$ cat config.mk
export PLATFORM = sky130hd
export DESIGN_NAME = aurora_axi_tx_arb
export DESIGN_NICKNAME = d
export VERILOG_FILES = /design/src/rtl/aurora_pkg.sv /design/src/rtl/aurora_axi_tx_arb_rr_pick.sv /design/src/rtl/aurora_axi_tx_arb.sv
export SDC_FILE = /design/constraint.sdc
export NUM_CORES = 1
export LEC_CHECK = 0
export CELL_PAD_IN_SITES_DETAIL_PLACEMENT = 1
export CELL_PAD_IN_SITES_GLOBAL_PLACEMENT = 2
export CORE_UTILIZATION = 20
export CTS_BUF_LIST = sky130_fd_sc_hd__clkbuf_16
export CTS_CLUSTER_DIAMETER = 150
export DETAILED_ROUTE_END_ITERATION = 12
export GPL_TIMING_DRIVEN = 0
export PLACE_DENSITY = 0.81
export SYNTH_ARGS = -nofsm -noshare
export SYNTH_HDL_FRONTEND = slang
export SYNTH_SLANG_ARGS = --single-unit
$ cat constraint.sdc
create_clock -name clk -period 1.9 [get_ports clk]
set_clock_uncertainty 0.05 [all_clocks]
set_input_delay 0.285 -clock clk [delete_from_list [all_inputs] [get_ports clk]]
set_output_delay 0.285 -clock clk [all_outputs]
set_load 0.01 [all_outputs]
$ cat src/rtl/aurora_pkg.sv
// Shared definitions for the Aurora TX path: AXI-stream lane widths and the
// state encoding of the packet arbiter.
package aurora_pkg;

    localparam int AXIS_DW = 32;
    localparam int AXIS_KW = 4;

    typedef enum logic {
        ARB_IDLE = 1'b0,
        ARB_PASS = 1'b1
    } arb_state_t;

endpackage

$ cat src/rtl/aurora_axi_tx_arb_rr_pick.sv
// rr_pick: combinational round-robin priority encoder.
// Searches req starting at last+1, wrapping modulo N, and returns the first
// set index.
//   req   : request vector
//   last  : index granted most recently
//   idx   : chosen index (0 when found=0)
//   found : at least one request set
module rr_pick #(
    parameter int N  = 4,
    parameter int LW = (N > 1) ? $clog2(N) : 1
) (
    input  logic [N-1:0]  req,
    input  logic [LW-1:0] last,
    output logic [LW-1:0] idx,
    output logic          found
);

    logic [LW-1:0] cand;

    always_comb begin
        idx   = '0;
        found = 1'b0;
        cand  = '0;
        for (int i = 1; i <= N; i++) begin
            cand = LW'((int'(last) + i) % N);
            if (!found && req[cand]) begin
                found = 1'b1;
                idx   = cand;
            end
        end
    end

endmodule

$ cat src/rtl/aurora_axi_tx_arb.sv
// aurora_axi_tx_arb: packet-granular round-robin arbiter that time-multiplexes
// ETHCOUNT AXI-stream sources onto the single Aurora TX lane. A granted source
// owns the lane until it sends tlast or its watchdog expires.
//   clk, rstn                 : clock, asynchronous active-low reset
//   eth_mask                  : 1 = channel never granted
//   axis_s_*                  : packed per-source AXIS slave ports (32b data)
//   axis_m_*                  : registered AXIS master port toward Aurora TX
//   arb_grant                 : one-hot current grant, 0 while idle
//   err_timeout               : 1-cycle pulse when a stalled grant is revoked
//
// state    | meaning
// ARB_IDLE | no owner; pick next requester round-robin from last_grant+1
// ARB_PASS | granted source forwards beats until tlast or watchdog expiry
module aurora_axi_tx_arb
    import aurora_pkg::*;
#(
    parameter int ETHCOUNT = 4,
    parameter int TIMEOUT  = 1024,
    parameter int SIM      = 0
) (
    input  logic                        clk,
    input  logic                        rstn,
    input  logic [ETHCOUNT-1:0]         eth_mask,
    output logic [ETHCOUNT-1:0]         axis_s_tready,
    input  logic [ETHCOUNT*AXIS_DW-1:0] axis_s_tdata,
    input  logic [ETHCOUNT*AXIS_KW-1:0] axis_s_tkeep,
    input  logic [ETHCOUNT-1:0]         axis_s_tvalid,
    input  logic [ETHCOUNT-1:0]         axis_s_tlast,
    input  logic                        axis_m_tready,
    output logic [AXIS_DW-1:0]          axis_m_tdata,
    output logic [AXIS_KW-1:0]          axis_m_tkeep,
    output logic                        axis_m_tvalid,
    output logic                        axis_m_tlast,
    output logic [ETHCOUNT-1:0]         arb_grant,
    output logic                        err_timeout
);

    localparam int LW = (ETHCOUNT > 1) ? $clog2(ETHCOUNT) : 1;
    localparam int CW = $clog2(TIMEOUT);
    localparam logic [CW-1:0]       WD_LAST   = CW'(TIMEOUT - 1);
    localparam logic [LW-1:0]       LAST_RST  = LW'(ETHCOUNT - 1);
    localparam logic [ETHCOUNT-1:0] GRANT_ONE = ETHCOUNT'(1);

    arb_state_t          state_q, state_d;
    logic [LW-1:0]       g_q;
    logic [LW-1:0]       last_q;
    logic [ETHCOUNT-1:0] grant_q;
    logic [CW-1:0]       wd_q;
    logic                err_q;

    logic [ETHCOUNT-1:0] req;
    logic [LW-1:0]       pick_idx;
    logic                pick_found;
    logic                g_valid, g_last, tready_g, hs, expire, pkt_end;
    logic [AXIS_DW-1:0]  g_data;
    logic [AXIS_KW-1:0]  g_keep;

    rr_pick #(.N(ETHCOUNT), .LW(LW)) u_pick (
        .req   (req),
        .last  (last_q),
        .idx   (pick_idx),
        .found (pick_found)
    );

    always_comb begin
        req      = axis_s_tvalid & ~eth_mask;
        g_valid  = axis_s_tvalid[g_q];
        g_last   = axis_s_tlast[g_q];
        g_data   = axis_s_tdata[int'(g_q)*AXIS_DW +: AXIS_DW];
        g_keep   = axis_s_tkeep[int'(g_q)*AXIS_KW +: AXIS_KW];
        // The output register can take a beat when empty or draining this cycle.
        tready_g = (state_q == ARB_PASS) & (~axis_m_tvalid | axis_m_tready);
        hs       = tready_g & g_valid;
        pkt_end  = hs & g_last;
        // Expiry needs tvalid low, so it can never coincide with a handshake;
        // a tlast beat always wins.
        expire   = (state_q == ARB_PASS) & ~g_valid & (wd_q == WD_LAST);
        axis_s_tready = tready_g ? grant_q : '0;

        state_d = state_q;
        case (state_q)
            ARB_IDLE: if (pick_found) state_d = ARB_PASS;
            ARB_PASS: if (pkt_end || expire) state_d = ARB_IDLE;
            default:  state_d = ARB_IDLE;
        endcase
    end

    always_ff @(posedge clk or negedge rstn) begin
        if (!rstn) state_q <= ARB_IDLE;
        else       state_q <= state_d;
    end

    always_ff @(posedge clk or negedge rstn) begin
        if (!rstn) begin
            g_q           <= '0;
            last_q        <= LAST_RST;
            grant_q       <= '0;
            wd_q          <= '0;
            err_q         <= 1'b0;
            axis_m_tdata  <= '0;
            axis_m_tkeep  <= '0;
            axis_m_tlast  <= 1'b0;
            axis_m_tvalid <= 1'b0;
        end else begin
            err_q <= expire & ~pkt_end;
            if (state_q == ARB_IDLE) begin
                wd_q <= '0;
                if (pick_found) begin
                    grant_q <= GRANT_ONE << pick_idx;
                    g_q     <= pick_idx;
                end
            end else begin
                if (hs)
                    wd_q <= '0;
                else if (!g_valid && wd_q != WD_LAST)
                    wd_q <= wd_q + 1'b1;
                if (pkt_end || expire) begin
                    last_q  <= g_q;
                    grant_q <= '0;
                end
            end

            if (hs) begin
                axis_m_tdata  <= g_data;
                axis_m_tkeep  <= g_keep;
                axis_m_tlast  <= g_last;
                axis_m_tvalid <= 1'b1;
            end else if (axis_m_tready) begin
                axis_m_tvalid <= 1'b0;
            end
        end
    end

    assign arb_grant   = grant_q;
    assign err_timeout = err_q;

    generate
        if (SIM != 0) begin : g_sim_chk
            a_tready_onehot: assert property (@(posedge clk) disable iff (!rstn)
                $onehot0(axis_s_tready));
            a_grant_onehot: assert property (@(posedge clk) disable iff (!rstn)
                $onehot0(arb_grant));
        end
    endgenerate

endmodule
==> metrics <==
grt total ovfl 0; largest net degree at the start of global routing 38; unrepaired setup endpoints after global routing yes; Detailed Routing Iterations Pass 1 4; worst min path class input port to async pin; Yosys cell types 39; via count 3177; Tmin final 2070 ps; final wirelength 12600 um; Fin. Hold Viols 0; CTS root buf clkbuf_16; Max Cap Viol 0; Mapped Avg Cell Area 14.0 um2; initial antenna violation count 2; Critical Path, Cell by Cell mux4_2 -> a41o_1 -> buf_6 -> or4_4 -> a21oi_2; r2r startpoint g_q[1]; Min Hold Slack 43.0 ps; share of synthesized registers carrying an async set or reset 1.00; Ports 206; DIE AREA 0.0174 mm2; IO buf count 205; Worst Tran Pin Value 913 ps; worst setup margin -172 ps; area leader, netlist dfrtp_1; Primary FF master, synth dfrtp_1; final worst path period share 1.09; Clock Path Buffers 2; WP data arrival 2280 ps; Setup crit end kind flop; failing checks setup timing; Syn Inst Count 241; cts hold-fix bufs 0; Max stage delay on crit path 560 ps; Clk pin slew, worst setup/hold paths 60 ps; synthesized area 0.00337 mm2; peak supply drop 0.535 mV; commonest cells in the netlist dfrtp_1, mux2_2, mux4_2; Final Util 0.386; core area 0.0165 mm2; global-route wire length before repair 19800 um; critical path required time 2110 ps; CTS Sinks 58; post-synth top area share 0.416; PwrDens 1410 mW/mm2; Nets 635; gpl congestion 0.758; Initial Utilization 0.204; reg-to-reg slack, setup -170 ps; Yosys warnings 0; most frequent cell after synthesis dfrtp_1; maximum clock rate 0.483 GHz; syn nets 401; final setup violation count 44; worst skew pair latency 330 ps; outcome complete, but fails checks; Slew Limit Headroom 0.391; Seq/Total Area, Yosys 0.431; Post-DRT Antenna Nets 0; Tot GR Track Use 0.149; Area Overhead vs Synth 89.1%; FP Rows 47; Post-synth EDFFs 0; total CTS buffers 9; Top delay family on crit path multiplexers; CTS tree built; drt initial violations 83; Worst Reg-to-Reg Cells 5; WS Path Type flop to flop; critical path buffer and inverter count 1; width of the die 132 um; Slowest-stage cell, CP mux4_2; CTS H-Tree Depth 3; crit-path max FO 4; Yosys reg bits 58; Critical Path Start Type flop; leak pwr 2.47 nW; layout cell share with drive strength beyond 1 0.298; fin. max-slew vios 0; vias in the first global route 3602; hpwl dp 9630 um; vias per inst 4.53; synth top area cells dfrtp_1, mux4_2, mux2_2; DRC Markers 0; Crit Reg-Reg Endpoint wd_q[5]; chip height 132 um; Routed WL per cell 17.9 um
-- cells by family (layout without fill, tap and decap cells) --
| family | after synthesis | after routing | share of synthesized area |
|---|---|---|---|
| multiplexers | 77 | 77 | 0.384 |
| other | 0 | 1 | 0 |
| AO/OA/AOI/OAI | 34 | 34 | 0.0701 |
| buffers and inverters | 20 | 259 | 0.0263 |
| adder cells (fa/ha/maj) | 1 | 1 | 0.00371 |
| XOR/XNOR | 1 | 1 | 0.00260 |
| AND/OR/NAND/NOR | 50 | 50 | 0.0824 |
| flip-flops | 58 | 58 | 0.431 |
-- flip-flops by register name (all words and copies together) (netlist names) --
| name | count |
|---|---|
| err_timeout | 1 |
| axis_m_tdata | 32 |
| last_q | 2 |
| axis_m_tlast | 1 |
| axis_m_tvalid | 1 |
| state_q | 1 |
| wd_q | 10 |
| g_q | 2 |
| arb_grant | 4 |
| axis_m_tkeep | 4 |
-- metrics by stage --
step           total power, mW  instance area (um2)  setup slack (ps)  setup TNS, ps  cells
6_report                  8.96                 6380              -172          -3610    701
5_1_grt                   9.54                 6370              -242          -6030    700
3_5_place_dp              6.77                 5730              -677         -29950    667
3_3_place_gp              6.63                 5720             -1530        -114580    666
4_1_cts                   9.00                 6290              -187          -3580    697
2_1_floorplan             4.71                 3390              -121           -339    241
-- cell usage in the layout, fill, tap and decap left out, types with 5 or more instances in the layout --
master	netlist	final
a21oi_1	9	6
and3_1	7	7
buf_4	0	13
buf_6	1	10
clkbuf_16	0	11
clkdlybuf4s50_1	0	199
dfrtp_1	56	54
mux2_2	38	38
mux4_2	38	38
nand2_1	12	11
o21ai_0	5	5
-- where the power goes --
| group | total, mW | switching [mW] | internal (mW) |
|---|---|---|---|
| sequential | 2.15 | 0.336 | 1.81 |
| combinational | 5.22 | 2.04 | 3.17 |
| clock | 1.60 | 0.590 | 1.01 |
-- repair_timing --
action	CTS	global route
pin swaps	8	4
endpoints found under the hold margin	0	0
gates resized for setup	42	12
setup buffers	16	2
gates cloned	0	1
setup endpoints to repair	60	53
-- metal layers --
| layer | global-route usage | up-vias | part of all wire |
|---|---|---|---|
| li1 | - | 1436 | - |
| met1 | 0.166 | 1602 | 0.39 |
| met2 | 0.269 | 127 | 0.53 |
| met3 | 0.0458 | 12 | 0.069 |
| met4 | 0.0484 | 0 | 0.0085 |
| met5 | 0 | - | 0 |
-- worst max-delay path by stage --
| stage | from | end | slack [ps] | depth (start not counted) |
|---|---|---|---|---|
| 2_1_floorplan | g_q[1] | wd_q[5] | -120 | 5 |
| 3_3_place_gp | rstn | axis_m_tdata[4] | -1530 | 1 |
| 3_5_place_dp | g_q[1] | axis_m_tdata[17] | -680 | 4 |
| 4_1_cts | g_q[1] | wd_q[5] | -190 | 5 |
| 5_1_grt | g_q[1] | wd_q[5] | -240 | 5 |
| 6_report | g_q[1] | wd_q[5] | -170 | 5 |
-- area by class of cell --
type | count | area (um2)
fill | 1746 | 10100
buffer | 14 | 176
clock buffer | 9 | 225
tap | 220 | 275
sequential | 58 | 1460
inverter | 4 | 15.0
multi-input combinational | 163 | 1920
antenna | 1 | 2.50
clock inverter | 7 | 70.1
timing repair buffer | 225 | 2230
No activity file was read; power rests on OpenSTA's default activity.
